==> src/rtl/definitions_pkg.sv <==
// Shared core definitions: instruction encoding, memory opcodes and LSU state type.
package definitions;

    localparam int unsigned OPCODE_W = 8;
    localparam int unsigned REG_W    = 4;
    localparam int unsigned INSTR_W  = OPCODE_W + 2 * REG_W;

    typedef struct packed {
        logic [OPCODE_W-1:0] opcode;
        logic [REG_W-1:0]    rd;
        logic [REG_W-1:0]    rs;
    } instruction_s;

    localparam logic [OPCODE_W-1:0] OPC_LW  = 8'h10;
    localparam logic [OPCODE_W-1:0] OPC_LBU = 8'h11;
    localparam logic [OPCODE_W-1:0] OPC_SW  = 8'h18;
    localparam logic [OPCODE_W-1:0] OPC_SB  = 8'h19;

    // Register fields are don't-care for decode
    localparam logic [INSTR_W-1:0] kLW  = {OPC_LW,  8'b????????};
    localparam logic [INSTR_W-1:0] kLBU = {OPC_LBU, 8'b????????};
    localparam logic [INSTR_W-1:0] kSW  = {OPC_SW,  8'b????????};
    localparam logic [INSTR_W-1:0] kSB  = {OPC_SB,  8'b????????};

    typedef enum logic [1:0] {
        IDLE = 2'd0,
        REQ  = 2'd1,
        RESP = 2'd2,
        DONE = 2'd3
    } lsu_state_e;

endpackage

==> src/rtl/load_store_unit_byte_lane.sv <==
// Byte-lane steering: load byte select/zero-extend, store byte replicate and byte enables.
module lsu_byte_lane (
    input  logic        is_byte,
    input  logic [1:0]  addr_lo,
    input  logic [31:0] store_data,
    input  logic [31:0] rdata,
    output logic [3:0]  be_c,
    output logic [31:0] wdata_c,
    output logic [31:0] load_data_c
);

    always_comb begin
        be_c        = 4'hF;
        wdata_c     = store_data;
        load_data_c = rdata;
        if (is_byte) begin
            be_c        = 4'b0001 << addr_lo;
            wdata_c     = {4{store_data[7:0]}};
            load_data_c = 32'(rdata[{addr_lo, 3'b000} +: 8]);
        end
    end

endmodule

==> src/rtl/load_store_unit.sv <==
// Multi-cycle data-memory stage: one valid/ready request at a time, stalls the pipe until done.
// Optional misaligned word-access trap enabled by defining LSU_MISALIGN_CHECK_EN.
import definitions::*;

module load_store_unit #(
    parameter int unsigned MEM_ADDR_W = 32
) (
    input  logic                  clk,
    input  logic                  reset,
    input  logic                  op_valid_i,
    input  instruction_s          op_i,
    input  logic [31:0]           addr_i,
    input  logic [31:0]           store_data_i,
    output logic                  stall_o,
    output logic                  wb_valid_o,
    output logic [31:0]           wb_data_o,
    output logic                  mem_req_valid_o,
    input  logic                  mem_req_ready_i,
    output logic [MEM_ADDR_W-1:0] mem_addr_o,
    output logic                  mem_we_o,
    output logic [3:0]            mem_be_o,
    output logic [31:0]           mem_wdata_o,
    input  logic                  mem_rsp_valid_i,
    input  logic [31:0]           mem_rdata_i
`ifdef LSU_MISALIGN_CHECK_EN
    ,
    output logic                  misalign_o
`endif
);

    lsu_state_e  state;
    logic        is_load_q;
    logic        is_byte_q;
    logic [1:0]  addr_lo_q;

    logic        is_lw, is_lbu, is_sw, is_sb;
    logic        trigger, misaligned;
    logic        lane_is_byte;
    logic [1:0]  lane_addr_lo;
    logic [3:0]  lane_be;
    logic [31:0] lane_wdata, lane_load_data;

    // Opcode decode and trigger; stall is the only combinational output
    always_comb begin
        is_lw   = (op_i ==? kLW);
        is_lbu  = (op_i ==? kLBU);
        is_sw   = (op_i ==? kSW);
        is_sb   = (op_i ==? kSB);
        trigger = (state == IDLE) && op_valid_i && (is_lw || is_lbu || is_sw || is_sb);
`ifdef LSU_MISALIGN_CHECK_EN
        misaligned = (is_lw || is_sw) && (addr_i[1:0] != 2'b00);
`else
        misaligned = 1'b0;
`endif
        stall_o = (state == REQ) || (state == RESP) || trigger;
    end

    // Store formatting uses live operands at trigger; load formatting uses captured ones
    always_comb begin
        lane_is_byte = is_byte_q;
        lane_addr_lo = addr_lo_q;
        if (state == IDLE) begin
            lane_is_byte = is_lbu || is_sb;
            lane_addr_lo = addr_i[1:0];
        end
    end

    lsu_byte_lane u_byte_lane (
        .is_byte     (lane_is_byte),
        .addr_lo     (lane_addr_lo),
        .store_data  (store_data_i),
        .rdata       (mem_rdata_i),
        .be_c        (lane_be),
        .wdata_c     (lane_wdata),
        .load_data_c (lane_load_data)
    );

    always_ff @(posedge clk or posedge reset) begin
        if (reset) begin
            state           <= IDLE;
            is_load_q       <= 1'b0;
            is_byte_q       <= 1'b0;
            addr_lo_q       <= 2'b00;
            wb_valid_o      <= 1'b0;
            wb_data_o       <= 32'h0;
            mem_req_valid_o <= 1'b0;
            mem_addr_o      <= '0;
            mem_we_o        <= 1'b0;
            mem_be_o        <= 4'h0;
            mem_wdata_o     <= 32'h0;
`ifdef LSU_MISALIGN_CHECK_EN
            misalign_o      <= 1'b0;
`endif
        end else begin
            wb_valid_o <= 1'b0;
`ifdef LSU_MISALIGN_CHECK_EN
            misalign_o <= 1'b0;
`endif
            case (state)
                IDLE: begin
                    if (trigger) begin
                        is_load_q <= is_lw || is_lbu;
                        is_byte_q <= is_lbu || is_sb;
                        addr_lo_q <= addr_i[1:0];
                        if (misaligned) begin
                            state      <= DONE;
                            wb_valid_o <= is_lw;
                            wb_data_o  <= 32'h0;
`ifdef LSU_MISALIGN_CHECK_EN
                            misalign_o <= 1'b1;
`endif
                        end else begin
                            state           <= REQ;
                            mem_req_valid_o <= 1'b1;
                            mem_we_o        <= is_sw || is_sb;
                            mem_addr_o      <= MEM_ADDR_W'({addr_i[31:2], 2'b00});
                            mem_be_o        <= lane_be;
                            mem_wdata_o     <= lane_wdata;
                        end
                    end
                end
                REQ: begin
                    if (mem_req_ready_i) begin
                        mem_req_valid_o <= 1'b0;
                        mem_we_o        <= 1'b0;
                        state           <= is_load_q ? RESP : DONE;
                    end
                end
                RESP: begin
                    if (mem_rsp_valid_i) begin
                        wb_valid_o <= 1'b1;
                        wb_data_o  <= lane_load_data;
                        state      <= DONE;
                    end
                end
                DONE: state <= IDLE;
                default: state <= IDLE;
            endcase
        end
    end

endmodule

==> config.mk <==
export PLATFORM = sky130hd
export DESIGN_NAME = load_store_unit
export DESIGN_NICKNAME = d
export VERILOG_FILES = /design/src/rtl/definitions_pkg.sv /design/src/rtl/load_store_unit_byte_lane.sv /design/src/rtl/load_store_unit.sv
export SDC_FILE = /design/constraint.sdc
export NUM_CORES = 1
export LEC_CHECK = 0
export CORE_ASPECT_RATIO = 0.7
export CORE_MARGIN = 10
export CORE_UTILIZATION = 45
export CTS_BUF_LIST = sky130_fd_sc_hd__clkbuf_16
export DETAILED_ROUTE_END_ITERATION = 7
export GPL_TIMING_DRIVEN = 1
export PLACE_DENSITY = 0.95
export SETUP_SLACK_MARGIN = 0.05
export SYNTH_ARGS = -nofsm -noshare
export SYNTH_HDL_FRONTEND = slang
export SYNTH_SLANG_ARGS = --single-unit
==> constraint.sdc <==
create_clock -name clk -period 10.25 [get_ports clk]
set_clock_uncertainty 0.05 [all_clocks]
set_input_delay 1.5375 -clock clk [delete_from_list [all_inputs] [get_ports clk]]
set_output_delay 1.5375 -clock clk [all_outputs]
set_load 0.03 [all_outputs]
==> results.yml, run 1 <==
pwr:
  vdd_drop_max_v: 0.0000947
  p_leak_uw: 0.00354
  p_per_area_nw_per_um2: 233
  power.total_uw: 1710
setup_path:
  worst-setup-path-type: "input pin to output port"
  worstPathRequired_ns: 8.66
  path_delay_family: "buffers and inverters"
  path_cells: "clkdlybuf4s50_1, nor4b_4, nand4_1, nand2b_1, clkdlybuf4s50_1"
  rrSetupSlack_ns: 7.33
  cp_max_fo: 4
  cp_slowest_cell: "clkdlybuf4s50_1"
  critPathCaptureType: "output port"
  reg2reg_depth: 7
  cp.arrival_ns: 3.63
  cp.depth: 5
  path_buf_inv: 2
  cpMostUsedCell: "clkdlybuf4s50_1"
  crit_path_start_kind: "input pin"
  slowest_delay_ns: 0.73
timing:
  tightest_slew_ns: 1.17
  slew_headroom_pct: 22.3
  finalSetupTns_ns: 0
  drv_slew: 0
  whs_ns: 0.418
  grt_setup_unrepaired: "false"
  hold_violations: 0
  period_needed_ns: 5.21
  clock.fmax_mhz: 192
  post-route-period-util_pct: 50.9
  setup_violations: 0
placed_design:
  port_buffers: 210
  dp_hpwl_um: 11400
  place_congestion: 0.812
yosys:
  synth_cells: 416
  synth.distinct_cells: 32
  synth_top_flop_cell: "dfrtp_1"
  synth_top_cell_by_area: "dfrtp_1"
  yosysTopAreaCellShare_pct: 55.1
  synth_area_leaders: "dfrtp_1 (55%), mux2_4 (9.0%), nand2_1 (6.9%)"
  async_flop_share_pct: 100
  yosys_warnings: 0
  netlist_area_um2: 4860
  synth_commonest_cells: "dfrtp_1 (107), nand2_1 (89), mux2_4 (29)"
  ys_seq_area_share_pct: 55.1
  synth_most_common_cell: "dfrtp_1"
  synth_edf_count: 0
  syn_avg_cell_area_um2: 11.7
  synth-seq-cells: 107
cts:
  cts-root-buf: "clkbuf_16"
  post-cts-setup-buffers: 0
  postCtsHoldBufs: 0
  clock_latency_ns: 0.34
  cts.path.max_buffers: 2
  cts_max_level: 3
  cts.repair.resized: 0
  clock-sinks: 107
  cts_tree: "done"
  cts_made_buffers: 9
  clk_pin_slew_ns: 0.07
routing:
  drt-total-wl_um: 14900
  post_drt_wl_per_cell_um: 19.9
  ant_nets: 0
  wl_met3_um: 1540
  vias: 3892
  drc: 0
  firstDrtPassIters: 4
  dr.first_iter.drc_count: 261
  wl_met1_um: 5950
  wl_met2_um: 7360
  via_per_inst: 5.18
  top_layer: "met4"
global_routing:
  track_usage_pct: 18.8
  grt_pass1_wl_um: 22800
  first_global_vias: 4126
  grt_max_degree: 99
  antenna_found_initial: 0
  grt_overflow_total: 0
cells_and_area:
  fill_cells: 744
  n_antenna_cell: 0
  nets: 734
  fin_util_pct: 70.4
  area_delta_synth_final_pct: 51.2
  layout-drive-gt1-share_pct: 11.5
floorplanning:
  io_pins: 221
  core_um2: 10400
  die_y_um: 107
  die_area_um2: 15400
  rows: 31
  start_util_pct: 46.5
  die_w_um: 144
min_path:
  holdPathStages: 2
  hold_class: "flop to flop"
status:
  outcome: "complete, no violations"
flow_run:
  drv_cap: 0
[registers in the layout (all words and copies together) (netlist names)]
signal	cells
mem_wdata_o	32
addr_lo_q	2
wb_data_o	32
is_load_q	1
is_byte_q	1
wb_valid_o	1
mem_be_o	4
mem_we_o	1
state	2
mem_addr_o	30
mem_req_valid_o	1
[where the power goes]
group | switching [uW] | total, uW | leakage [uW] | internal (uW)
clock | 157 | 373 | 0.000162 | 216
sequential | 61.1 | 588 | 0.00142 | 527
combinational | 430 | 746 | 0.00195 | 317
[metrics by stage]
| step | std cells | worst slack (ns) | area [um^2] |
|---|---|---|---|
| finish | 751 | 5.04 | 7340 |
| global route | 751 | 4.86 | 7340 |
| CTS | 751 | 5.02 | 7340 |
| detailed placement | 735 | 5.04 | 7020 |
| global placement | 735 | 5.10 | 7020 |
| floorplan | 417 | 5.85 | 4860 |
[routing by layer]
layer	GRT usage (%)	vias up
li1	-	1831
met1	22.0	1886
met2	31.9	164
met3	7.67	11
met4	3.60	0
met5	0	-
[cells by family (layout without fill, tap and decap cells)]
family,after synthesis,count (layout),share of synthesized area (%)
multiplexers,77,77,19.4
AND/OR/NAND/NOR,127,127,11.3
buffers and inverters,36,238,3.81
other,1,2,0.0772
AO/OA/AOI/OAI,65,65,9.43
adder cells (fa/ha/maj),3,3,0.773
flip-flops,107,107,55.1
[worst min-delay path: cells and delay by family (launching register included)]
family,cells,cell delay [ns]
flops,1,0.34
simple gates,2,0.10
[final timing paths]
path / start / to
min in group asynchronous: reset / mem_addr_o[22]$_DFFE_PP0P_
max in group asynchronous: reset / mem_wdata_o[27]$_DFFE_PP0P_
hold / removal: wb_data_o[18]$_DFFE_PP0P_ / wb_data_o[18]$_DFFE_PP0P_
setup reg to reg: state[0]$_DFFE_PP0P_ / wb_data_o[2]$_DFFE_PP0P_
setup / recovery: op_i[13] / stall_o
hold reg to reg: wb_data_o[18]$_DFFE_PP0P_ / wb_data_o[18]$_DFFE_PP0P_
[cells in the final DEF (no fill, tap or decap), types with 2 or more instances in the layout]
cell type and n:
mux2_4 29, clkbuf_16 9, nor2b_1 3, nand3_1 25, buf_4 5, inv_6 3
clkdlybuf4s50_1 210, o21ai_0 9, a22oi_1 8, inv_1 6, conb_1 2, o211ai_1 9
dfrtp_1 107, mux2i_1 26, nand2_1 89, ha_1 3, o21ai_1 23, mux2_2 10
a21oi_1 3, a22o_1 2, nor2_1 3, nand2b_1 4, mux2_1 12, bufinv_16 2
o211ai_2 7
[cell type report]
class	instances	area, um^2	area share [%]
tap	132	165	2.25
inverter	7	28.8	0.392
sequential	107	2680	36.5
timing repair buffer	215	2140	29.1
clock inverter	7	98.8	1.35
clock buffer	9	225	3.07
multi-input combinational	274	2010	27.3
Power figures use the tool's default switching activity.
==> inputs of run 2 (changes only) <==
CORE_UTILIZATION = 42   (was 45)
PLACE_DENSITY = 0.93   (was 0.95)
clock period = 4.85 ns   (was 10.25 ns; I/O delays follow)
==> results.yml, run 2 (same netlist as run 1, synthesis figures left out) <==
setup_path:
  path_cells: "clkdlybuf4s50_1, nor4b_4, nand4_1, nand2b_1, clkdlybuf4s50_1"
  cp_slowest_cell: "clkdlybuf4s50_1"
  worstPathRequired_ns: 4.07
  slowest_delay_ns: 0.67
  cpMostUsedCell: "clkdlybuf4s50_1"
  worst-setup-path-type: "input pin to output port"
  cp_max_fo: 3
  critPathCaptureType: "output port"
  cp.arrival_ns: 2.57
  crit_path_start_kind: "input pin"
cells_and_area:
  area_delta_synth_final_pct: 51.9
  fin_util_pct: 66.0
  final_cell_mix: "clkdlybuf4s50_1 (210), dfrtp_1 (107), nand2_1 (89)"
  fill_cells: 820
  layout-drive-gt1-share_pct: 11.8
  nets: 736
  n_antenna_cell: 0
  mostFrequentLayoutCell: "clkdlybuf4s50_1"
  reg_top3: "mem_wdata_o (32), wb_data_o (32), mem_addr_o (30)"
  multi_input_area_um2: 2010
  ff_latch_area_um2: 2680
min_path:
  hold_class: "flop to flop"
timing:
  grt_setup_unrepaired: "false"
  period_needed_ns: 3.35
  post-route-period-util_pct: 69.0
  setup_violations: 0
  finalSetupTns_ns: 0
  slew_headroom_pct: 39.4
  tightest_slew_ns: 0.909
  hold_violations: 0
  drv_slew: 0
  clock.fmax_mhz: 299
pwr:
  power.total_uw: 3600
  vdd_drop_max_v: 0.000266
  p_per_area_nw_per_um2: 488
  p_leak_uw: 0.00353
cts:
  clock_latency_ns: 0.34
  cts-root-buf: "clkbuf_16"
  cts.path.max_buffers: 2
  cts.repair.resized: 0
  cts_max_level: 3
  cts_tree: "done"
  clock-sinks: 107
  postCtsHoldBufs: 0
  clk_pin_slew_ns: 0.07
  cts_made_buffers: 9
  post-cts-setup-buffers: 0
floorplanning:
  core_um2: 11200
  die_w_um: 149
  io_pins: 221
  die_area_um2: 16300
  start_util_pct: 43.5
  die_y_um: 110
  rows: 32
routing:
  via_per_inst: 5.02
  post_drt_wl_per_cell_um: 19.4
  vias: 3884
  firstDrtPassIters: 4
  ant_nets: 0
  drc: 0
  drt-total-wl_um: 15000
  dr.first_iter.drc_count: 207
global_routing:
  grt_overflow_total: 0
  track_usage_pct: 17.9
  grt_pass1_wl_um: 23300
  grt_max_degree: 76
  first_global_vias: 4188
  antenna_found_initial: 0
placed_design:
  dp_hpwl_um: 11500
  port_buffers: 210
  place_congestion: 0.819
flow_run:
  drv_cap: 0
status:
  outcome: "complete, no violations"
-- run 2: changes by cell type in the layout (fill, tap and decap cells not counted) --
cell        before  now
inv_6            3    0
inv_1            6    5
buf_4            5    7
clkinvlp_4       0    3
-- run 2: per-stage QoR --
stage	hold WS [ns]	setup slack, ns	instances	area, um^2
2_1_floorplan	0.392	1.26	417	4860
3_3_place_gp	0.400	1.57	758	7060
3_5_place_dp	0.414	1.50	758	7060
4_1_cts	0.429	1.49	773	7380
5_1_grt	0.451	1.39	773	7380
6_report	0.425	1.50	773	7380
-- run 2: path summary, 6_finish.rpt --
path,slack (ns),start,to,depth (start not counted)
min in group asynchronous,0.89,reset,mem_addr_o[4]$_DFFE_PP0P_,2
hold / removal,0.42,wb_data_o[10]$_DFFE_PP0P_,wb_data_o[10]$_DFFE_PP0P_,2
setup reg to reg,1.88,state[0]$_DFFE_PP0P_,mem_wdata_o[23]$_DFFE_PP0P_,7
setup / recovery,1.50,op_i[15],stall_o,5
max in group asynchronous,2.86,reset,wb_data_o[24]$_DFFE_PP0P_,3
hold reg to reg,0.42,wb_data_o[10]$_DFFE_PP0P_,wb_data_o[10]$_DFFE_PP0P_,2
-- run 2: report_power, final --
group          internal [uW]  switching (uW)  total [uW]
combinational            672             908        1580
clock                    450             322         772
sequential              1110             131        1250
total                   2240            1360        3600
-- run 2: per-layer routing --
| layer | share of wire [%] | wire [um] | track usage [%] | vias to the layer above |
|---|---|---|---|---|
| met2 | 48 | 7150 | 29.6 | 169 |
| li1 | - | - | - | 1832 |
| met5 | 0 | 0 | 0 | - |
| met3 | 10 | 1560 | 8.21 | 11 |
| met1 | 41 | 6180 | 21.4 | 1872 |
| met4 | 0.64 | 96 | 3.24 | 0 |
-- run 2: layout make-up --
cell class | count | area share, %
Sequential cell | 107 | 36.3
Timing Repair Buffer | 217 | 29.2
Multi-Input combinational cell | 274 | 27.2
Clock buffer | 9 | 3.05
Tap cell | 153 | 2.59
Clock inverter | 6 | 1.24
Inverter | 7 | 0.390
-- run 2: worst max-delay path, delay by kind of cell --
family                 cells  cell delay [ns]
buffers and inverters      2             1.14
and+or+nand+nor            3             0.70
==> inputs of run 3 (changes only) <==
CORE_UTILIZATION = 38   (was 42)
PLACE_DENSITY = 0.89   (was 0.93)
clock period = 2.75 ns   (was 4.85 ns; I/O delays follow)
==> results.yml, run 3 (same netlist as run 1, synthesis figures left out) <==
setup_path:
  cp_max_fo: 8
  critPathCaptureType: "output port"
  cp_slowest_cell: "dfrtp_1"
  worst-setup-path-type: "flop to output port"
  critPathLaunch: "state[0]$_DFFE_PP0P_"
  path_buf_inv: 3
  slowest_delay_ns: 0.40
  worstPathRequired_ns: 2.29
  path_cells: "inv_1, ha_1, buf_4, nand4_1, nand2b_1, buf_12"
  crit_path_start_kind: "flop"
  timing.rr.start: "state[0]$_DFFE_PP0P_"
  path_delay_family: "buffers and inverters"
  cp.arrival_ns: 2.05
timing:
  hold_violations: 0
  grt_setup_unrepaired: "false"
  period_needed_ns: 2.51
  finalSetupTns_ns: 0
  setup_violations: 0
  drv_slew: 0
  slew_headroom_pct: 47.4
  post-route-period-util_pct: 91.4
  tightest_slew_ns: 0.788
  clock.fmax_mhz: 398
pwr:
  p_leak_uw: 0.00357
  p_per_area_nw_per_um2: 860
  power.total_uw: 6410
  vdd_drop_max_v: 0.000510
cts:
  post-cts-setup-buffers: 0
  clock-sinks: 107
  cts.repair.resized: 0
  postCtsHoldBufs: 0
  cts_max_level: 3
  cts_tree: "done"
  clk_pin_slew_ns: 0.07
  clock_latency_ns: 0.33
  cts_made_buffers: 9
  cts.path.max_buffers: 2
  cts-root-buf: "clkbuf_16"
status:
  outcome: "complete, no violations"
global_routing:
  grt_overflow_total: 0
  grt_pass1_wl_um: 24500
  first_global_vias: 4303
  grt_max_degree: 108
  antenna_found_initial: 0
  track_usage_pct: 17.2
routing:
  drc: 0
  vias: 3940
  via_per_inst: 5.01
  firstDrtPassIters: 4
  ant_nets: 0
  drt-total-wl_um: 15600
  dr.first_iter.drc_count: 219
  post_drt_wl_per_cell_um: 19.9
flow_run:
  drv_cap: 0
cells_and_area:
  mostFrequentLayoutCell: "clkdlybuf4s50_1"
  n_antenna_cell: 0
  final_cell_mix: "clkdlybuf4s50_1 (209), dfrtp_1 (107), nand2_1 (89)"
  area_delta_synth_final_pct: 53.6
  fin_util_pct: 59.9
  design_area_um2: 7460
  final_cell_count_no_fill: 786
  layout-drive-gt1-share_pct: 12.2
  reg_top3: "mem_wdata_o (32), wb_data_o (32), mem_addr_o (30)"
  nets: 739
  fill_cells: 1024
min_path:
  hold_class: "flop to flop"
  worstHoldStart: "wb_data_o[28]$_DFFE_PP0P_"
floorplanning:
  start_util_pct: 39.0
  rows: 34
  die_y_um: 115
  die_w_um: 155
  core_um2: 12500
  die_area_um2: 17800
  io_pins: 221
placed_design:
  place_congestion: 0.826
  place_area_um2: 7140
  port_buffers: 210
  dp_hpwl_um: 12000
  place_inst: 770
run 3: cell count changes in the layout (fill, tap and decap cells not counted):
| cell | change |
|---|---|
| buf_12 | +4 |
| inv_4 | -1 |
| inv_1 | +1 |
| clkinv_1 | +1 |
| clkinvlp_4 | -1 |
| clkdlybuf4s50_1 | -1 |
| inv_6 | +1 |
run 3: per-layer routing:
metal / GRT usage (%) / wire (um) / part of all wire (%)
met1: 20.9 / 6500 / 42
met2: 27.7 / 7380 / 47
met3: 7.73 / 1550 / 9.9
met4: 3.52 / 195 / 1.2
met5: 0 / 0 / 0
run 3: final timing paths:
kind / endpoint / slack, ns / depth (start not counted)
hold reg to reg: wb_data_o[28]$_DFFE_PP0P_ / 0.42 / 2
setup reg to reg: wb_data_o[0]$_DFFE_PP0P_ / 0.41 / 6
setup / recovery: stall_o / 0.24 / 6
max in group asynchronous: mem_wdata_o[11]$_DFFE_PP0P_ / 1.66 / 3
hold / removal: wb_data_o[28]$_DFFE_PP0P_ / 0.42 / 2
min in group asynchronous: mem_addr_o[17]$_DFFE_PP0P_ / 0.56 / 3
run 3: worst register-to-register path, cell delays in order (launching register included):
cell and delay [ns]:
dfrtp_1 0.40, inv_1 0.12, ha_1 0.37, mux2_2 0.50, nor2_2 0.40, a22oi_1 0.20
o211ai_1 0.21
run 3: area by class of cell:
type | count | area, um^2 | area share (%)
flip-flops and latches | 107 | 2680 | 35.9
clock buffers | 9 | 225 | 3.02
inverters | 7 | 30.0 | 0.402
clock inverters | 7 | 92.6 | 1.24
multi-input cells | 274 | 2010 | 26.9
repair buffers | 220 | 2220 | 29.8
well taps | 162 | 203 | 2.72
run 3: metrics by stage:
stage | setup WS (ns) | hold slack (ns)
detailed placement | 0.304 | 0.409
finish | 0.237 | 0.421
CTS | 0.213 | 0.426
global placement | 0.326 | 0.402
floorplan | 0.711 | 0.392
global route | 0.119 | 0.450
run 3: power breakdown:
part	leakage [uW]	total, uW	switching (uW)	internal (uW)
Combinational	0.00199	2840	1620	1220
Sequential	0.00142	2190	229	1970
Clock	0.000155	1380	578	798
Total	0.00357	6410	2430	3990
